## config.mk

```make
export PLATFORM = sky130hd
export DESIGN_NAME = cpu_ctrl_flat
export DESIGN_NICKNAME = d
export VERILOG_FILES = /design/src/rtl/cpu_pkg.sv /design/src/rtl/cpu_ctrl_if.sv /design/src/rtl/cpu_instr_dec.sv /design/src/rtl/cpu_ctrl.sv /design/src/flat_wrapper.sv
export SDC_FILE = /design/constraint.sdc
export NUM_CORES = 1
export LEC_CHECK = 0
export CAP_MARGIN = 15
export CORE_ASPECT_RATIO = 1.2
export CORE_MARGIN = 3
export CORE_UTILIZATION = 46
export CTS_BUF_LIST = sky130_fd_sc_hd__clkbuf_2
export DETAILED_ROUTE_END_ITERATION = 7
export PLACE_DENSITY = 0.87
export SKIP_CTS_REPAIR_TIMING = 1
export SYNTH_ARGS = -nofsm -noshare
export SYNTH_HDL_FRONTEND = slang
export SYNTH_SLANG_ARGS = --single-unit
```

## constraint.sdc

```tcl
create_clock -name clk -period 2.9 [get_ports clk]
set_clock_uncertainty 0.1 [all_clocks]
set_input_delay 0.58 -clock clk [delete_from_list [all_inputs] [get_ports clk]]
set_output_delay 0.58 -clock clk [all_outputs]
set_load 0.01 [all_outputs]
```

## src/rtl/cpu_pkg.sv

```systemverilog
// rtl/cpu_pkg.sv - shared types and encodings for the cpu_ctrl instruction sequencer
package cpu_pkg;
    localparam int W = 16;

    typedef enum logic [2:0] {
        WAIT      = 3'd0,
        DECODE    = 3'd1,
        WRITE_IMM = 3'd2,
        GET_A     = 3'd3,
        GET_B     = 3'd4,
        ALU       = 3'd5,
        WRITE_REG = 3'd6
    } state_t;

    localparam logic [2:0] OP_MOV = 3'b110;
    localparam logic [2:0] OP_ALU = 3'b101;

    // op field meaning under OP_MOV
    localparam logic [1:0] MOV_IMM = 2'b10;
    localparam logic [1:0] MOV_REG = 2'b00;

    localparam logic [1:0] ALU_ADD = 2'b00;
    localparam logic [1:0] ALU_CMP = 2'b01;
    localparam logic [1:0] ALU_AND = 2'b10;
    localparam logic [1:0] ALU_MVN = 2'b11;

    localparam logic [1:0] VSEL_C    = 2'b00;
    localparam logic [1:0] VSEL_IMM8 = 2'b10;
endpackage

```

## src/rtl/cpu_ctrl_if.sv

```systemverilog
// rtl/cpu_ctrl_if.sv - switch inputs and datapath/register-file controls of cpu_ctrl
interface cpu_ctrl_if;
    logic                  s;
    logic                  load;
    logic [cpu_pkg::W-1:0] in;
    logic                  w;
    logic [2:0]            readnum;
    logic [2:0]            writenum;
    logic                  write;
    logic                  loada;
    logic                  loadb;
    logic                  loadc;
    logic                  loads;
    logic                  asel;
    logic                  bsel;
    logic [1:0]            vsel;
    logic [1:0]            shift;
    logic [1:0]            ALUop;
    logic [cpu_pkg::W-1:0] sximm8;

    modport master (
        output s, load, in,
        input  w, readnum, writenum, write, loada, loadb, loadc, loads,
               asel, bsel, vsel, shift, ALUop, sximm8
    );

    modport slave (
        input  s, load, in,
        output w, readnum, writenum, write, loada, loadb, loadc, loads,
               asel, bsel, vsel, shift, ALUop, sximm8
    );
endinterface

```

## src/rtl/cpu_instr_dec.sv

```systemverilog
// rtl/cpu_instr_dec.sv - splits the instruction register into fields and sign-extends imm8
module cpu_instr_dec
    import cpu_pkg::*;
(
    input  logic [W-1:0] ir,
    output logic [2:0]   opcode,
    output logic [1:0]   op,
    output logic [2:0]   rn,
    output logic [2:0]   rd,
    output logic [1:0]   sh,
    output logic [2:0]   rm,
    output logic [W-1:0] sximm8
);
    assign opcode = ir[15:13];
    assign op     = ir[12:11];
    assign rn     = ir[10:8];
    assign rd     = ir[7:5];
    assign sh     = ir[4:3];
    assign rm     = ir[2:0];
    assign sximm8 = {{(W-8){ir[7]}}, ir[7:0]};
endmodule

```

## src/rtl/cpu_ctrl.sv

```systemverilog
// rtl/cpu_ctrl.sv - instruction register and Moore control FSM sequencing MOV/ADD/CMP/AND/MVN
module cpu_ctrl
    import cpu_pkg::*;
(
    input  logic       clk,
    input  logic       reset,
    cpu_ctrl_if.slave  bus
);
    state_t         state_q, state_d;
    logic [W-1:0]   ir_q, ir_d;
    logic [2:0]     opcode, rn, rd, rm;
    logic [1:0]     op, sh;
    logic [W-1:0]   sximm8;

    cpu_instr_dec u_dec (
        .ir     (ir_q),
        .opcode (opcode),
        .op     (op),
        .rn     (rn),
        .rd     (rd),
        .sh     (sh),
        .rm     (rm),
        .sximm8 (sximm8)
    );

    always_ff @(posedge clk or posedge reset) begin
        if (reset) begin
            state_q <= WAIT;
            ir_q    <= '0;
        end else begin
            state_q <= state_d;
            ir_q    <= ir_d;
        end
    end

    // IR only loads while idle, so an executing instruction never sees its fields change
    always_comb begin
        ir_d = ir_q;
        if (state_q == WAIT && bus.load) ir_d = bus.in;
    end

    always_comb begin
        state_d = state_q;
        case (state_q)
            WAIT:      if (bus.s) state_d = DECODE;
            DECODE: begin
                if (opcode == OP_MOV && op == MOV_IMM)      state_d = WRITE_IMM;
                else if (opcode == OP_MOV && op == MOV_REG) state_d = GET_B;
                else if (opcode == OP_ALU)                  state_d = GET_A;
                else                                        state_d = WAIT;
            end
            WRITE_IMM: state_d = WAIT;
            GET_A:     state_d = GET_B;
            GET_B:     state_d = ALU;
            ALU:       state_d = (opcode == OP_ALU && op == ALU_CMP) ? WAIT : WRITE_REG;
            WRITE_REG: state_d = WAIT;
            default:   state_d = WAIT;
        endcase
    end

    always_comb begin
        bus.w        = 1'b0;
        bus.readnum  = 3'd0;
        bus.writenum = 3'd0;
        bus.write    = 1'b0;
        bus.loada    = 1'b0;
        bus.loadb    = 1'b0;
        bus.loadc    = 1'b0;
        bus.loads    = 1'b0;
        bus.asel     = 1'b0;
        bus.bsel     = 1'b0;
        bus.vsel     = VSEL_C;
        bus.shift    = sh;
        bus.ALUop    = op;
        bus.sximm8   = sximm8;
        case (state_q)
            WAIT:      bus.w = 1'b1;
            WRITE_IMM: begin
                bus.writenum = rn;
                bus.write    = 1'b1;
                bus.vsel     = VSEL_IMM8;
            end
            GET_A: begin
                bus.readnum = rn;
                bus.loada   = 1'b1;
            end
            GET_B: begin
                bus.readnum = rm;
                bus.loadb   = 1'b1;
            end
            ALU: begin
                // MOV register reuses the adder with A forced to zero
                bus.asel = (opcode == OP_MOV);
                if (opcode == OP_ALU && op == ALU_CMP) bus.loads = 1'b1;
                else                                   bus.loadc = 1'b1;
            end
            WRITE_REG: begin
                bus.writenum = rd;
                bus.write    = 1'b1;
                bus.vsel     = VSEL_C;
            end
            default: ;
        endcase
    end
endmodule

```

## src/flat_wrapper.sv

```systemverilog
// flat-port wrapper written by rule: the top's interface ports become plain ports
module cpu_ctrl_flat import cpu_pkg::*;
  (clk, reset, bus_s, bus_load, bus_in, bus_w, bus_readnum, bus_writenum, bus_write, bus_loada, bus_loadb, bus_loadc, bus_loads, bus_asel, bus_bsel, bus_vsel, bus_shift, bus_ALUop, bus_sximm8);
  cpu_ctrl_if bus_i ();
  input  logic clk;
  input  logic reset;
  input wire logic [$bits(bus_i.s)-1:0] bus_s;
  input wire logic [$bits(bus_i.load)-1:0] bus_load;
  input wire logic [$bits(bus_i.in)-1:0] bus_in;
  output wire logic [$bits(bus_i.w)-1:0] bus_w;
  output wire logic [$bits(bus_i.readnum)-1:0] bus_readnum;
  output wire logic [$bits(bus_i.writenum)-1:0] bus_writenum;
  output wire logic [$bits(bus_i.write)-1:0] bus_write;
  output wire logic [$bits(bus_i.loada)-1:0] bus_loada;
  output wire logic [$bits(bus_i.loadb)-1:0] bus_loadb;
  output wire logic [$bits(bus_i.loadc)-1:0] bus_loadc;
  output wire logic [$bits(bus_i.loads)-1:0] bus_loads;
  output wire logic [$bits(bus_i.asel)-1:0] bus_asel;
  output wire logic [$bits(bus_i.bsel)-1:0] bus_bsel;
  output wire logic [$bits(bus_i.vsel)-1:0] bus_vsel;
  output wire logic [$bits(bus_i.shift)-1:0] bus_shift;
  output wire logic [$bits(bus_i.ALUop)-1:0] bus_ALUop;
  output wire logic [$bits(bus_i.sximm8)-1:0] bus_sximm8;
  assign bus_i.s = bus_s;
  assign bus_i.load = bus_load;
  assign bus_i.in = bus_in;
  assign bus_w = bus_i.w;
  assign bus_readnum = bus_i.readnum;
  assign bus_writenum = bus_i.writenum;
  assign bus_write = bus_i.write;
  assign bus_loada = bus_i.loada;
  assign bus_loadb = bus_i.loadb;
  assign bus_loadc = bus_i.loadc;
  assign bus_loads = bus_i.loads;
  assign bus_asel = bus_i.asel;
  assign bus_bsel = bus_i.bsel;
  assign bus_vsel = bus_i.vsel;
  assign bus_shift = bus_i.shift;
  assign bus_ALUop = bus_i.ALUop;
  assign bus_sximm8 = bus_i.sximm8;
  cpu_ctrl u_core (.clk(clk), .reset(reset), .bus(bus_i));
endmodule
```

==> results.toml <==
[global_routing]
overflow = 0
grt_max_degree = 20
grt_use_total_pct = 15.8
grt_pass1_vias = 765
antenna_found_initial = 0
grt_pass1_wl_um = 3710

[cts]
clk_latency_ns = 0.33
ctsHtreeMaxLevel = 1
cts_buffer_depth = 2
cts_num_sinks = 19
cts_tree = "yes"
ctsRootBufferMaster = "clkbuf_2"
cts_buffers = 3
clk_pin_slew_ns = 0.18

[synthesis]
ys_seq_area_share_pct = 39.5
syn_area_mm2 = 0.00120
synth_cell_type_count = 28
ys_warn_count = 0
syn_avg_cell_area_um2 = 11.7
syn_inst = 103
ys_ff_latch = 19

[placement]
port-buffer-count = 53
routabilityCongestion = 0.836
dp_hpwl_um = 1900
post-place-cells = 162

[cells_and_area]
drive_above_1_share_pct = 20.0
instances_no_fill = 166
areaGrowthSynthToFinish_pct = 31.4
final_common_cell = "clkdlybuf4s50_1"
layout_common_cells = "clkdlybuf4s50_1, dfrtp_1, mux2_4"
nNetsFinal = 156
final.fill_count = 195
final_util_pct = 65.9
diodes = 0

[sta]
slew_headroom_pct = 53.2
max_freq_mhz = 369
period_needed_ns = 2.71
setup_viol = 0
final_max_slew_viol_count = 0
tightest_slew_ns = 0.701
tns_ns = 0
rsz0062_at_grt = "false"
hold_viol = 0
worst_hold_slack_ns = 0.466
post-route-period-util_pct = 93.5

[floorplan]
io_pins = 56
placementRows = 19
die_y_um = 62.0
dieArea_mm2 = 0.00327
start_util_pct = 50.1
die_w_um = 52.7
core_area_mm2 = 0.00240

[critical_path]
crit_type = "register to output pin"
r2r_end = "u_core.ir_q[15]$_DFFE_PP0P_"
rrSetupSlack_ns = 1.15
cp_max_fo = 6
crit_path_end_kind = "output pin"
r2r_cells = 4
critPathLaunchType = "register"
critPathRequiredTime_ns = 2.22
arrival_ns = 2.03
setup.worst_path.start = "u_core.ir_q[15]$_DFFE_PP0P_"
r2r_start = "u_core.state_q[2]$_DFFE_PP0P_"

[hold_path]
hold_depth = 1
hp-start = "u_core.ir_q[3]$_DFFE_PP0P_"
min_to = "u_core.ir_q[3]$_DFFE_PP0P_"
hold_path.class = "register to register"

[detailed_routing]
dr.pass1.iters = 4
totalWireLength_um = 2480
via_count = 812
vias_per_cell = 4.89
drtAntennaViolNets = 0
route.detailed.drc = 0
drt-initial-drc-count = 11
wl_per_cell_um = 14.9

[flow_run]
drv_cap = 0

[pwr]
power_density_mw_per_mm2 = 1100
ir_drop_mv = 0.637
p_leak_uw = 0.000662

[run_status]
outcome = "completed"
[Yosys cell counts]
library cell | number | area [µm²]
buf_12 | 1 | 20.0
nor4bb_2 | 1 | 16.3
nand2_1 | 4 | 15.0
o21a_1 | 1 | 7.51
and2_4 | 1 | 8.76
or2b_1 | 1 | 7.51
buf_6 | 2 | 22.5
nor3_1 | 3 | 15.0
nand3b_1 | 2 | 15.0
a22o_1 | 3 | 26.3
mux2_2 | 7 | 78.8
dfrtp_1 | 19 | 475
mux2_4 | 10 | 150
buf_8 | 1 | 15.0
mux2i_1 | 3 | 30.0
o2bb2ai_1 | 1 | 8.76
nor3b_1 | 1 | 7.51
inv_1 | 3 | 11.3
nor2_1 | 7 | 26.3
buf_2 | 1 | 5.00
and3b_1 | 2 | 17.5
buf_4 | 22 | 165
nor3_4 | 1 | 16.3
a211oi_1 | 1 | 7.51
a31oi_1 | 1 | 6.26
conb_1 | 1 | 3.75
a2111oi_2 | 1 | 15.0
a21oi_1 | 2 | 10.0
[worst max-delay path, stage by stage, from the launching register on]
cell and delay, ns:
dfrtp_1 0.46, nor4bb_2 0.50, nand2_1 0.10, nor2_1 0.11
clkdlybuf4s50_1 0.54
[stage by stage]
| step | power [µW] | area [µm²] | worst slack, ns |
|---|---|---|---|
| 6_report | 1740 | 1580 | 0.190 |
| 5_1_grt | 1860 | 1580 | 0.0549 |
| 4_1_cts | 1750 | 1580 | 0.0941 |
| 3_5_place_dp | 1630 | 1560 | 0.504 |
| 3_3_place_gp | 1590 | 1560 | 0.601 |
| 2_1_floorplan | 1370 | 1210 | 0.982 |
[registers in the layout (all words and copies together), names as in the netlist]
name	cells
u_core.ir_q	16
u_core.state_q	3
[area by class of cell]
class / count / area, µm² / share of cell area (%)
repair buffers: 54 / 538 / 34.0
multi-input cells: 55 / 498 / 31.5
flip-flops and latches: 19 / 475 / 30.1
well taps: 31 / 38.8 / 2.45
clock buffers: 3 / 15.0 / 0.949
inverters: 3 / 11.3 / 0.712
clock inverters: 1 / 5.00 / 0.316
[worst max-delay path by stage]
stage	slack, ns	depth (start not counted)	end
after floorplan	0.98	3	bus_readnum[0]
after global placement	0.60	3	bus_readnum[2]
after detailed placement	0.50	3	bus_readnum[2]
after CTS	0.09	3	bus_readnum[2]
after global routing	0.05	4	bus_readnum[2]
final	0.19	4	bus_loads
[cells by family after synthesis]
| family | Yosys count | share of synthesized area, % |
|---|---|---|
| other cells | 1 | 0.312 |
| mux | 20 | 21.5 |
| compound gates | 10 | 6.76 |
| simple gates | 23 | 12.1 |
| buf+inv | 30 | 19.9 |
| flops | 19 | 39.5 |
[power by group]
| part | internal [µW] | switching, µW | total, µW | leakage [µW] |
|---|---|---|---|---|
| Combinational | 657 | 372 | 1030 | 0.000420 |
| Clock | 31.2 | 88.5 | 120 | 0.0000164 |
| Sequential | 399 | 191 | 590 | 0.000226 |
[layer usage]
layer	GRT usage, %	up-vias	routed length [µm]
met3	3.82	3	118
met4	6.57	0	35
met1	19.1	391	978
met2	27.1	23	1350
met5	0	-	0
li1	-	395	-
Power figures use the tool's default switching activity.
